$ cat config.mk
export PLATFORM = sky130hd
export DESIGN_NAME = pulse_period_meter_flat
export DESIGN_NICKNAME = d
export VERILOG_FILES = /design/src/rtl/pulse_period_meter_if.sv /design/src/rtl/pulse_period_meter.sv /design/src/flat_wrapper.sv
export SDC_FILE = /design/constraint.sdc
export NUM_CORES = 1
export LEC_CHECK = 0
export BUFFER_PORTS_ARGS = -buffer_cell sky130_fd_sc_hd__buf_2
export CAP_MARGIN = 25
export CORE_ASPECT_RATIO = 0.9
export CORE_MARGIN = 3
export CORE_UTILIZATION = 45
export CTS_CLUSTER_SIZE = 28
export DETAILED_ROUTE_END_ITERATION = 7
export SYNTH_ARGS = -nofsm -noshare
export SYNTH_HDL_FRONTEND = slang
export SYNTH_SLANG_ARGS = --single-unit
$ cat constraint.sdc
create_clock -name clk -period 5.1 [get_ports clk]
set_input_delay 0 -clock clk [delete_from_list [all_inputs] [get_ports clk]]
set_output_delay 0 -clock clk [all_outputs]
set_load 0.05 [all_outputs]
$ cat src/rtl/pulse_period_meter_if.sv
// Pulse period meter bus: raw input and abort in, measurement results out.
//   sig_in     : raw asynchronous square-wave input
//   clear      : synchronous abort of the measurement in progress
//   period_out : last reported period, clk cycles
//   high_out   : last reported high time, clk cycles
//   valid      : one-cycle strobe when period_out/high_out update
//   timeout    : sticky flag, measurement abandoned for lack of edges
interface pulse_period_meter_if #(
    parameter int unsigned WIDTH = 32
);
    logic             sig_in;
    logic             clear;
    logic [WIDTH-1:0] period_out;
    logic [WIDTH-1:0] high_out;
    logic             valid;
    logic             timeout;

    modport master (
        output sig_in,
        output clear,
        input  period_out,
        input  high_out,
        input  valid,
        input  timeout
    );

    modport slave (
        input  sig_in,
        input  clear,
        output period_out,
        output high_out,
        output valid,
        output timeout
    );
endinterface

$ cat src/rtl/pulse_period_meter.sv
// Pulse period meter: synchronises and glitch-filters a raw square wave,
// then times filtered rising edge to rising edge in clk cycles.
//   clk   : system clock
//   reset : synchronous, active-high reset
//   bus   : pulse_period_meter_if.slave (sig_in, clear in; period_out,
//           high_out, valid, timeout out)
// Optional macro PERIOD_METER_AVG_EN: report the truncated mean of the last
// four completed periods/high times instead of each result directly.
module pulse_period_meter #(
    parameter int unsigned WIDTH       = 32,
    parameter int unsigned SYNC_STAGES = 2,
    parameter int unsigned FILTER_LEN  = 16,
    parameter int unsigned TIMEOUT     = 96000000
) (
    input  logic                clk,
    input  logic                reset,
    pulse_period_meter_if.slave bus
);
    localparam int unsigned FW = (FILTER_LEN > 1) ? $clog2(FILTER_LEN) : 1;
    localparam logic [FW-1:0]    STAB_LAST = FW'(FILTER_LEN - 1);
    localparam logic [WIDTH-1:0] TMO_CNT   = WIDTH'(TIMEOUT);

    // Elaboration guards: counters must never wrap before the timeout fires.
    if ((WIDTH < 64) && (64'(TIMEOUT) > ((64'd1 << WIDTH) - 64'd1))) begin : g_bad_timeout
        $error("pulse_period_meter: TIMEOUT does not fit in WIDTH bits");
    end
    if (SYNC_STAGES < 2) begin : g_bad_sync
        $error("pulse_period_meter: SYNC_STAGES must be at least 2");
    end
    if ((FILTER_LEN < 1) || (TIMEOUT < 1)) begin : g_bad_len
        $error("pulse_period_meter: FILTER_LEN and TIMEOUT must be at least 1");
    end

    typedef enum logic [1:0] {S_IDLE, S_HIGH, S_LOW} state_t;

    logic [SYNC_STAGES-1:0] sync_q;
    logic [FW-1:0]          stab_cnt;
    logic                   filt, filt_d, rise, fall;
    state_t                 state, state_nxt;
    logic [WIDTH-1:0]       per_cnt, hi_cnt;
    logic [WIDTH-1:0]       period_q, high_q;
    logic                   valid_q, timeout_q;
    logic                   at_tmo;
    logic                   start_c, capture_c, tmo_c, cnt_per_c, cnt_hi_c;

    // Input synchroniser.
    always_ff @(posedge clk) begin
        if (reset) sync_q <= '0;
        else       sync_q <= {sync_q[SYNC_STAGES-2:0], bus.sig_in};
    end

    // Glitch filter: filt follows the input only after FILTER_LEN differing cycles.
    always_ff @(posedge clk) begin
        if (reset) begin
            filt     <= 1'b0;
            stab_cnt <= '0;
        end else if (sync_q[SYNC_STAGES-1] != filt) begin
            if (stab_cnt == STAB_LAST) begin
                filt     <= ~filt;
                stab_cnt <= '0;
            end else begin
                stab_cnt <= stab_cnt + FW'(1);
            end
        end else begin
            stab_cnt <= '0;
        end
    end

    // Registered edge detect on the filtered level.
    always_ff @(posedge clk) begin
        if (reset) begin
            filt_d <= 1'b0;
            rise   <= 1'b0;
            fall   <= 1'b0;
        end else begin
            filt_d <= filt;
            rise   <= filt & ~filt_d;
            fall   <= ~filt & filt_d;
        end
    end

    assign at_tmo = (per_cnt == TMO_CNT);

    // State register.
    always_ff @(posedge clk) begin
        if (reset) state <= S_IDLE;
        else       state <= state_nxt;
    end

    // Next state; clear overrides any edge or timeout.
    always_comb begin
        state_nxt = state;
        if (bus.clear) begin
            state_nxt = S_IDLE;
        end else begin
            case (state)
                S_IDLE:  if (rise) state_nxt = S_HIGH;
                S_HIGH:  if (at_tmo) state_nxt = S_IDLE;
                         else if (fall) state_nxt = S_LOW;
                S_LOW:   if (rise) state_nxt = S_HIGH;
                         else if (at_tmo) state_nxt = S_IDLE;
                default: state_nxt = S_IDLE;
            endcase
        end
    end

    // Per-cycle datapath actions decoded from state and edges.
    always_comb begin
        start_c   = 1'b0;
        capture_c = 1'b0;
        tmo_c     = 1'b0;
        cnt_per_c = 1'b0;
        cnt_hi_c  = 1'b0;
        if (!bus.clear) begin
            case (state)
                S_IDLE: start_c = rise;
                S_HIGH: begin
                    if (at_tmo) begin
                        tmo_c = 1'b1;
                    end else begin
                        cnt_per_c = 1'b1;
                        cnt_hi_c  = ~fall;  // fall cycle already belongs to the low phase
                    end
                end
                S_LOW: begin
                    if (rise)        capture_c = 1'b1;
                    else if (at_tmo) tmo_c     = 1'b1;
                    else             cnt_per_c = 1'b1;
                end
                default: ;
            endcase
        end
    end

`ifdef PERIOD_METER_AVG_EN
    localparam int unsigned SW = WIDTH + 2;
    // Three stored results plus the one being captured form the 4-entry window.
    logic [2:0][WIDTH-1:0] per_hist, hi_hist;
    logic [1:0]            hist_cnt;
    logic [SW-1:0]         per_sum_c, hi_sum_c;

    always_comb begin
        per_sum_c = SW'(per_cnt) + SW'(per_hist[0]) + SW'(per_hist[1]) + SW'(per_hist[2]);
        hi_sum_c  = SW'(hi_cnt)  + SW'(hi_hist[0])  + SW'(hi_hist[1])  + SW'(hi_hist[2]);
    end
`endif

    // Counters and registered results.
    always_ff @(posedge clk) begin
        if (reset) begin
            per_cnt   <= '0;
            hi_cnt    <= '0;
            period_q  <= '0;
            high_q    <= '0;
            valid_q   <= 1'b0;
            timeout_q <= 1'b0;
`ifdef PERIOD_METER_AVG_EN
            per_hist  <= '0;
            hi_hist   <= '0;
            hist_cnt  <= '0;
`endif
        end else begin
            valid_q <= 1'b0;
            if (bus.clear) begin
                per_cnt   <= '0;
                hi_cnt    <= '0;
                timeout_q <= 1'b0;
`ifdef PERIOD_METER_AVG_EN
                hist_cnt  <= '0;
`endif
            end else if (start_c) begin
                per_cnt <= WIDTH'(1);
                hi_cnt  <= WIDTH'(1);
            end else if (capture_c) begin
                per_cnt <= WIDTH'(1);
                hi_cnt  <= WIDTH'(1);
`ifdef PERIOD_METER_AVG_EN
                per_hist <= {per_hist[1], per_hist[0], per_cnt};
                hi_hist  <= {hi_hist[1], hi_hist[0], hi_cnt};
                if (hist_cnt == 2'd3) begin
                    period_q  <= WIDTH'(per_sum_c >> 2);
                    high_q    <= WIDTH'(hi_sum_c >> 2);
                    valid_q   <= 1'b1;
                    timeout_q <= 1'b0;
                end else begin
                    hist_cnt <= hist_cnt + 2'd1;
                end
`else
                period_q  <= per_cnt;
                high_q    <= hi_cnt;
                valid_q   <= 1'b1;
                timeout_q <= 1'b0;
`endif
            end else if (tmo_c) begin
                per_cnt   <= '0;
                hi_cnt    <= '0;
                timeout_q <= 1'b1;
`ifdef PERIOD_METER_AVG_EN
                hist_cnt  <= '0;
`endif
            end else begin
                if (cnt_per_c) per_cnt <= per_cnt + WIDTH'(1);
                if (cnt_hi_c)  hi_cnt  <= hi_cnt + WIDTH'(1);
            end
        end
    end

    assign bus.period_out = period_q;
    assign bus.high_out   = high_q;
    assign bus.valid      = valid_q;
    assign bus.timeout    = timeout_q;
endmodule
$ cat src/flat_wrapper.sv
// flat-port wrapper written by rule: the top's interface ports become plain ports
module pulse_period_meter_flat 
#(
    parameter int unsigned WIDTH       = 32,
    parameter int unsigned SYNC_STAGES = 2,
    parameter int unsigned FILTER_LEN  = 16,
    parameter int unsigned TIMEOUT     = 96000000
)
  (clk, reset, bus_sig_in, bus_clear, bus_period_out, bus_high_out, bus_valid, bus_timeout);
  pulse_period_meter_if #(.WIDTH(WIDTH)) bus_i ();
  input  logic clk;
  input  logic reset;
  input wire logic [$bits(bus_i.sig_in)-1:0] bus_sig_in;
  input wire logic [$bits(bus_i.clear)-1:0] bus_clear;
  output wire logic [$bits(bus_i.period_out)-1:0] bus_period_out;
  output wire logic [$bits(bus_i.high_out)-1:0] bus_high_out;
  output wire logic [$bits(bus_i.valid)-1:0] bus_valid;
  output wire logic [$bits(bus_i.timeout)-1:0] bus_timeout;
  assign bus_i.sig_in = bus_sig_in;
  assign bus_i.clear = bus_clear;
  assign bus_period_out = bus_i.period_out;
  assign bus_high_out = bus_i.high_out;
  assign bus_valid = bus_i.valid;
  assign bus_timeout = bus_i.timeout;
  pulse_period_meter #(.WIDTH(WIDTH), .SYNC_STAGES(SYNC_STAGES), .FILTER_LEN(FILTER_LEN), .TIMEOUT(TIMEOUT)) u_core (.clk(clk), .reset(reset), .bus(bus_i));
endmodule
==> impl_metrics.env, run 1 <==
export IMPL_critical_path_endpoint_type="flop"
export IMPL_synth_compound_area_share_pct=12.7
export IMPL_pwr_density_cell_mw_per_mm2=324
export IMPL_ys_flop_type="dfxtp_1"
export IMPL_post_synth_fa_ha_maj_area_fraction_pct=1.66
export IMPL_synth_simple_area_share_pct=26.7
export IMPL_portBuffers=69
export IMPL_finalHoldViolations=0
export IMPL_worst_clock_skew_on_the_final_layout_ns=0.00975
export IMPL_synth_seq_cells=142
export IMPL_vias=5174
export IMPL_route_detailed_drc=0
export IMPL_drive_gt1_share_pct=14.4
export IMPL_worstSkewPairLatency_ns=0.42
export IMPL_gp_congestion=0.862
export IMPL_path_class="reg -> reg"
export IMPL_dp_hpwl_um=9310
export IMPL_insertedDiodeCount=0
export IMPL_run_status="finished, final reports clean"
export IMPL_first_global_vias=4914
export IMPL_fp_row_count=39
export IMPL_grt_setup_unrepaired="false"
export IMPL_synth_area_leaders="dfxtp_1, nand2_1, a21oi_1"
export IMPL_drt_iter0_drc=284
export IMPL_final_period_utilization_pct=60.2
export IMPL_grt_start_max_net_pins=76
export IMPL_crit_required_ns=5.39
export IMPL_placed_cells_incl_taps=917
export IMPL_relSlewSlack_pct=35.3
export IMPL_grt_pass1_wl_um=23500
export IMPL_ctsHtreeMaxLevel=4
export IMPL_finalNonFillerCells=950
export IMPL_nNetsFinal=787
export IMPL_post_synth_xor_xnor_area_pct=7.27
export IMPL_root_buffer="clkbuf_16"
export IMPL_timing_fmax_mhz=326
export IMPL_vdd_drop_max_mv=0.245
export IMPL_synthMostInstantiatedCell="nand2_1"
export IMPL_static_leakage_power_nw=2.46
export IMPL_post_cts_resized_instances=0
export IMPL_grt_antenna_before_repair=0
export IMPL_numCtsBuffers=17
export IMPL_cell_types_with_the_highest_counts_after_synthesis="nand2_1, dfxtp_1, a21oi_1, nor2_1"
export IMPL_seq_area_frac_synth_pct=47.2
export IMPL_share_of_flip_flops_with_an_asynchronous_set_or_reset_after_synthesis_pct=0
export IMPL_report_final_setup_viol=0
export IMPL_fill_cells=1256
export IMPL_synth_warning_count=0
export IMPL_die_h_um=116
export IMPL_avgViaCountPerCell=5.45
export IMPL_wirelength_um=13900
export IMPL_post_synth_net_total=736
export IMPL_die_x_um=128
export IMPL_synth_area_leader_cell="dfxtp_1"
export IMPL_critPathLaunchType="flop"
export IMPL_worst_slew_pin_slew_ns=0.964
export IMPL_flow_area_growth_from_synthesis_pct=16.8
export IMPL_number_of_pins_with_negative_max_slew_slack_in_the_final_report=0
export IMPL_syn_inst=724
export IMPL_grtUsageTotal_pct=19.7
export IMPL_top_level_ports=70
export IMPL_worst_hold_path_type="in -> reg"
export IMPL_design_core_area_mm2=0.0129
export IMPL_yosys_mux_area_fraction_pct=0.499
export IMPL_postSynthAreaPerCell_um2=8.31
export IMPL_synth_top_family_by_area="simple AND/OR/NAND/NOR gates"
export IMPL_tritoncts="yes"
export IMPL_timing_max_cap_violations=0
export IMPL_clk_pin_slew_worst_paths_ns=0.06
export IMPL_die_outline_area_mm2=0.0148
export IMPL_cts_setup_buffers=0
export IMPL_crit_fanout=35
export IMPL_starting_utilization_of_the_core_area_pct=46.7
export IMPL_total_standard_cell_area_after_synthesis_mm2=0.00602
export IMPL_drt_wirelength_per_cell_um=14.7
export IMPL_clock_period_minus_final_worst_setup_slack_ns=3.07
export IMPL_count_of_tritonroute_iterations_in_the_first_routing_pass=4
export IMPL_drt_antenna_violating_nets=0
export IMPL_total_grt_overflow=0
export IMPL_synth_enable_flop_cells=0
export IMPL_timing_critical_path_arrival_ns=3.36
export IMPL_synth_lib_cells_used_distinct=54
export IMPL_yosys_area_top_type_share_pct=47.2
export IMPL_finalSetupTns_ns=0
export IMPL_cts_sinks=142
export IMPL_max_buffers_root_to_sink=2
where the power goes:
group | internal [W] | total (W) | switching, W
logic | 0.00000665 | 0.0000278 | 0.0000212
clock network | 0.000699 | 0.00114 | 0.000438
registers | 0.00111 | 0.00111 | 0.000000475
worst paths after layout:
path,startpoint,to,slack [ns],depth (start not counted)
min reg2reg,u_core.filt_d$_SDFF_PP0_,u_core.rise$_SDFF_PP0_,0.42,1
max reg2reg,u_core.per_cnt[0]$_SDFFE_PP0P_,u_core.hi_cnt[23]$_SDFFE_PP0P_,2.03,8
min,reset,u_core.filt$_SDFFE_PP0P_,0.20,3
max,u_core.per_cnt[0]$_SDFFE_PP0P_,u_core.hi_cnt[23]$_SDFFE_PP0P_,2.03,8
cells by family after synthesis:
kind of cell	after synthesis
AOI/OAI and AO/OA	128
and+or+nand+nor	335
adders and majority gates	8
xor gates and xnor gates	50
buffers and inverters	58
muxes	3
DFF	142
layout make-up:
cell class / count / area [um^2] / area share (%)
flip-flops and latches: 142 / 2840 / 40.4
clock inverters: 7 / 63.8 / 0.908
multi-input cells: 524 / 2950 / 41.9
inverters: 14 / 52.6 / 0.748
well taps: 164 / 205 / 2.92
repair buffers: 76 / 439 / 6.25
clock buffers: 23 / 478 / 6.80
cell usage in the layout (no fill, tap or decap), types with 15 or more instances in the layout:
cell | Yosys | routed
nor4_1 | 15 | 15
nand2_1 | 151 | 151
xnor2_1 | 19 | 19
a21oi_1 | 79 | 79
dfxtp_1 | 142 | 142
nor2_1 | 63 | 63
nand4_1 | 18 | 18
xor2_1 | 31 | 31
buf_2 | 8 | 69
clkbuf_16 | 0 | 17
layer usage:
metal / vias up / part of all wire (%) / wire length (um) / track usage [%]
met5: - / 0 / 0 / 0
met4: 0 / 1.4 / 199 / 7.85
met3: 21 / 4.7 / 657 / 5.44
met2: 102 / 46 / 6350 / 30.9
met1: 2454 / 48 / 6710 / 25.8
li1: 2597 / - / - / -
worst max-delay path, stage by stage, from the launching register on:
cell     delay (ns)
dfxtp_1        0.35
inv_1          0.07
ha_1           0.14
nor4b_1        0.27
nand4_1        0.70
nor3_1         0.39
or2_2          0.67
buf_16         0.25
a21oi_1        0.07
sequential cells by signal (all words and copies together), names as in the netlist:
signal and flops:
u_core.bus.high_out 32, u_core.stab_cnt 4, u_core.fall 1, u_core.bus.period_out 32, u_core.filt_d 1, u_core.filt 1
u_core.bus.timeout 1, u_core.per_cnt 32, u_core.bus.valid 1, u_core.state 2, u_core.hi_cnt 32, u_core.rise 1
u_core.sync_q 2
stage by stage:
step           hold slack [ns]  power (W)  worst slack (ns)  cell area (um^2)  utilization [%]
6_report                 0.202    0.00228              2.03              7030             54.6
3_3_place_gp             0.219    0.00116              2.07              6410             49.7
4_1_cts                  0.237    0.00230              2.09              7010             54.4
5_1_grt                  0.304    0.00236              1.76              7030             54.6
2_1_floorplan            0.128    0.00115              3.07              6020                -
3_5_place_dp             0.247    0.00116              2.11              6450             50.0
what timing repair did:
item                                   in CTS  in global routing
hold buffers                                2                  0
endpoints found under the hold margin       4                  0
setup endpoints to repair                   0                  0
Note: power is estimated with default switching activity, not from simulation.
==> inputs of run 2 (changes only) <==
PLACE_DENSITY = 0.67   (was unset)
clock period = 2.7 ns   (was 5.1 ns; I/O delays follow)
==> run 2 against run 1 <==
Die area is the same. Cell count grew 1.5%. Via count grew 0.52%. Fmax grew 34%. Critical path type unchanged.
==> impl_metrics.env, run 2 (synthesis gave the netlist of run 1 again) <==
export IMPL_pwr_density_cell_mw_per_mm2=649
export IMPL_power_switching_w=0.000925
export IMPL_path_class="reg -> reg"
export IMPL_fill_cells=1209
export IMPL_flow_area_growth_from_synthesis_pct=19.5
export IMPL_internal_power_w=0.00374
export IMPL_cts_sinks=142
export IMPL_layout_cells_most_common="nand2_1"
export IMPL_grtUsageTotal_pct=20.3
export IMPL_static_leakage_power_nw=2.54
export IMPL_nNetsFinal=799
export IMPL_grt_start_max_net_pins=75
export IMPL_cp_cell_sequence="nand4_2 > or3_1 > or3_1 > or3_1 > a21oi_1"
export IMPL_clk_pin_slew_worst_paths_ns=0.06
export IMPL_relSlewSlack_pct=50.6
export IMPL_timing_max_cap_violations=0
export IMPL_gp_congestion=0.838
export IMPL_total_grt_overflow=0
export IMPL_dp_hpwl_um=9680
export IMPL_path_delay_family="simple AND/OR/NAND/NOR gates"
export IMPL_switching_share_pct=19.8
export IMPL_clock_period_minus_final_worst_setup_slack_ns=2.29
export IMPL_drt_iter0_drc=333
export IMPL_grt_antenna_before_repair=0
export IMPL_number_of_pins_with_negative_max_slew_slack_in_the_final_report=0
export IMPL_crit_required_ns=3.06
export IMPL_ctsHtreeMaxLevel=4
export IMPL_count_of_tritonroute_iterations_in_the_first_routing_pass=5
export IMPL_top_level_ports=70
export IMPL_finalHoldViolations=0
export IMPL_timing_fmax_mhz=436
export IMPL_drt_wirelength_per_cell_um=14.8
export IMPL_grt_pass1_wl_um=24200
export IMPL_p_clk_share_pct=54.0
export IMPL_layout_common_cells="nand2_1, dfxtp_1, a21oi_1"
export IMPL_drive_gt1_share_pct=16.0
export IMPL_wirelength_um=14300
export IMPL_r2r_slack_ns=0.41
export IMPL_worst_hold_path_type="in -> reg"
export IMPL_worst_slew_pin_slew_ns=0.741
export IMPL_crit_slowest_cell="or3_1"
export IMPL_first_global_vias=4989
export IMPL_slowest_delay_ns=0.61
export IMPL_insertedDiodeCount=0
export IMPL_power_frac_comb_pct=1.0
export IMPL_vias=5201
export IMPL_die_x_um=128
export IMPL_die_outline_area_mm2=0.0148
export IMPL_route_detailed_drc=0
export IMPL_timing_critical_path_arrival_ns=2.65
export IMPL_cts_setup_buffers=0
export IMPL_run_status="finished, final reports clean"
export IMPL_design_core_area_mm2=0.0129
export IMPL_utilization_pct=55.8
export IMPL_die_h_um=116
export IMPL_grt_setup_unrepaired="false"
export IMPL_avgViaCountPerCell=5.40
export IMPL_fp_row_count=39
export IMPL_max_buffers_root_to_sink=2
export IMPL_worst_clock_skew_on_the_final_layout_ns=0.0139
export IMPL_drt_antenna_violating_nets=0
export IMPL_tritoncts="yes"
export IMPL_finalSetupTns_ns=0
export IMPL_final_period_utilization_pct=84.9
export IMPL_root_buffer="clkbuf_16"
export IMPL_critical_path_endpoint_type="flop"
export IMPL_worstSkewPairLatency_ns=0.43
export IMPL_crit_fanout=12
export IMPL_most_frequent_cell_on_the_critical_path="or3_1"
export IMPL_numCtsBuffers=17
export IMPL_critPathLaunchType="flop"
export IMPL_p_seq_share_pct=45.0
export IMPL_portBuffers=69
export IMPL_report_final_setup_viol=0
export IMPL_vdd_drop_max_mv=0.432
export IMPL_critical_path_n_buffers_inverters=0
export IMPL_starting_utilization_of_the_core_area_pct=46.7
==> run 2: cell type report <==
class                           instances  area [um^2]  area share [%]
Tap cell                              164          205            2.85
Clock inverter                          7          123            1.71
Inverter                               14         52.6           0.731
Multi-Input combinational cell        524         2950            41.0
Sequential cell                       142         2840            39.5
Clock buffer                           25          526            7.31
Timing Repair Buffer                   88          495            6.89
==> run 2: metrics by stage <==
step / hold slack, ns / total power, W / worst slack (ns) / area, um^2 / cells
detailed placement: 0.215 / 0.00219 / 0.414 / 6510 / 929
CTS: 0.304 / 0.00471 / 0.399 / 7190 / 964
global placement: 0.211 / 0.00219 / 0.424 / 6510 / 929
floorplan: 0.128 / 0.00218 / 0.667 / 6020 / 724
global route: 0.320 / 0.00479 / 0.205 / 7190 / 964
finish: 0.325 / 0.00466 / 0.407 / 7190 / 964
==> run 2: layer usage <==
| metal | wire, um | track usage (%) | up-vias | part of all wire [%] |
|---|---|---|---|---|
| met5 | 0 | 0 | - | 0 |
| met4 | 184 | 6.93 | 0 | 1.3 |
| met3 | 733 | 6.31 | 13 | 5.1 |
| met2 | 6580 | 32.0 | 122 | 46 |
| met1 | 6760 | 26.5 | 2445 | 47 |
| li1 | - | - | 2621 | - |
==> run 2: worst paths after layout <==
| kind | to | start | cells past startpoint |
|---|---|---|---|
| setup / recovery | u_core.per_cnt[29]$_SDFFE_PP0P_ | u_core.per_cnt[3]$_SDFFE_PP0P_ | 5 |
| setup reg to reg | u_core.per_cnt[29]$_SDFFE_PP0P_ | u_core.per_cnt[3]$_SDFFE_PP0P_ | 5 |
| hold reg to reg | u_core.rise$_SDFF_PP0_ | u_core.filt_d$_SDFF_PP0_ | 1 |
| hold / removal | u_core.sync_q[0]$_SDFF_PP0_ | bus_sig_in | 3 |
==> run 2: timing repair <==
item,in CTS,in global routing
endpoints found under the hold margin,10,0
gates resized for setup,0,0
hold buffers,3,0
==> run 2: power by group through the flow <==
stage | Combinational, W | Clock, W | Sequential, W
floorplan | 0.0000356 | 0 | 0.00214
global placement | 0.0000441 | 0 | 0.00214
detailed placement | 0.0000455 | 0 | 0.00214
CTS | 0.0000488 | 0.00256 | 0.00210
global route | 0.0000537 | 0.00264 | 0.00210
finish | 0.0000487 | 0.00252 | 0.00210
==> run 2: worst register-to-register path, cell delays in order (launching register included) <==
cell,delay [ns]
dfxtp_1,0.53
nand4_2,0.23
or3_1,0.61
or3_1,0.41
or3_1,0.31
a21oi_1,0.15
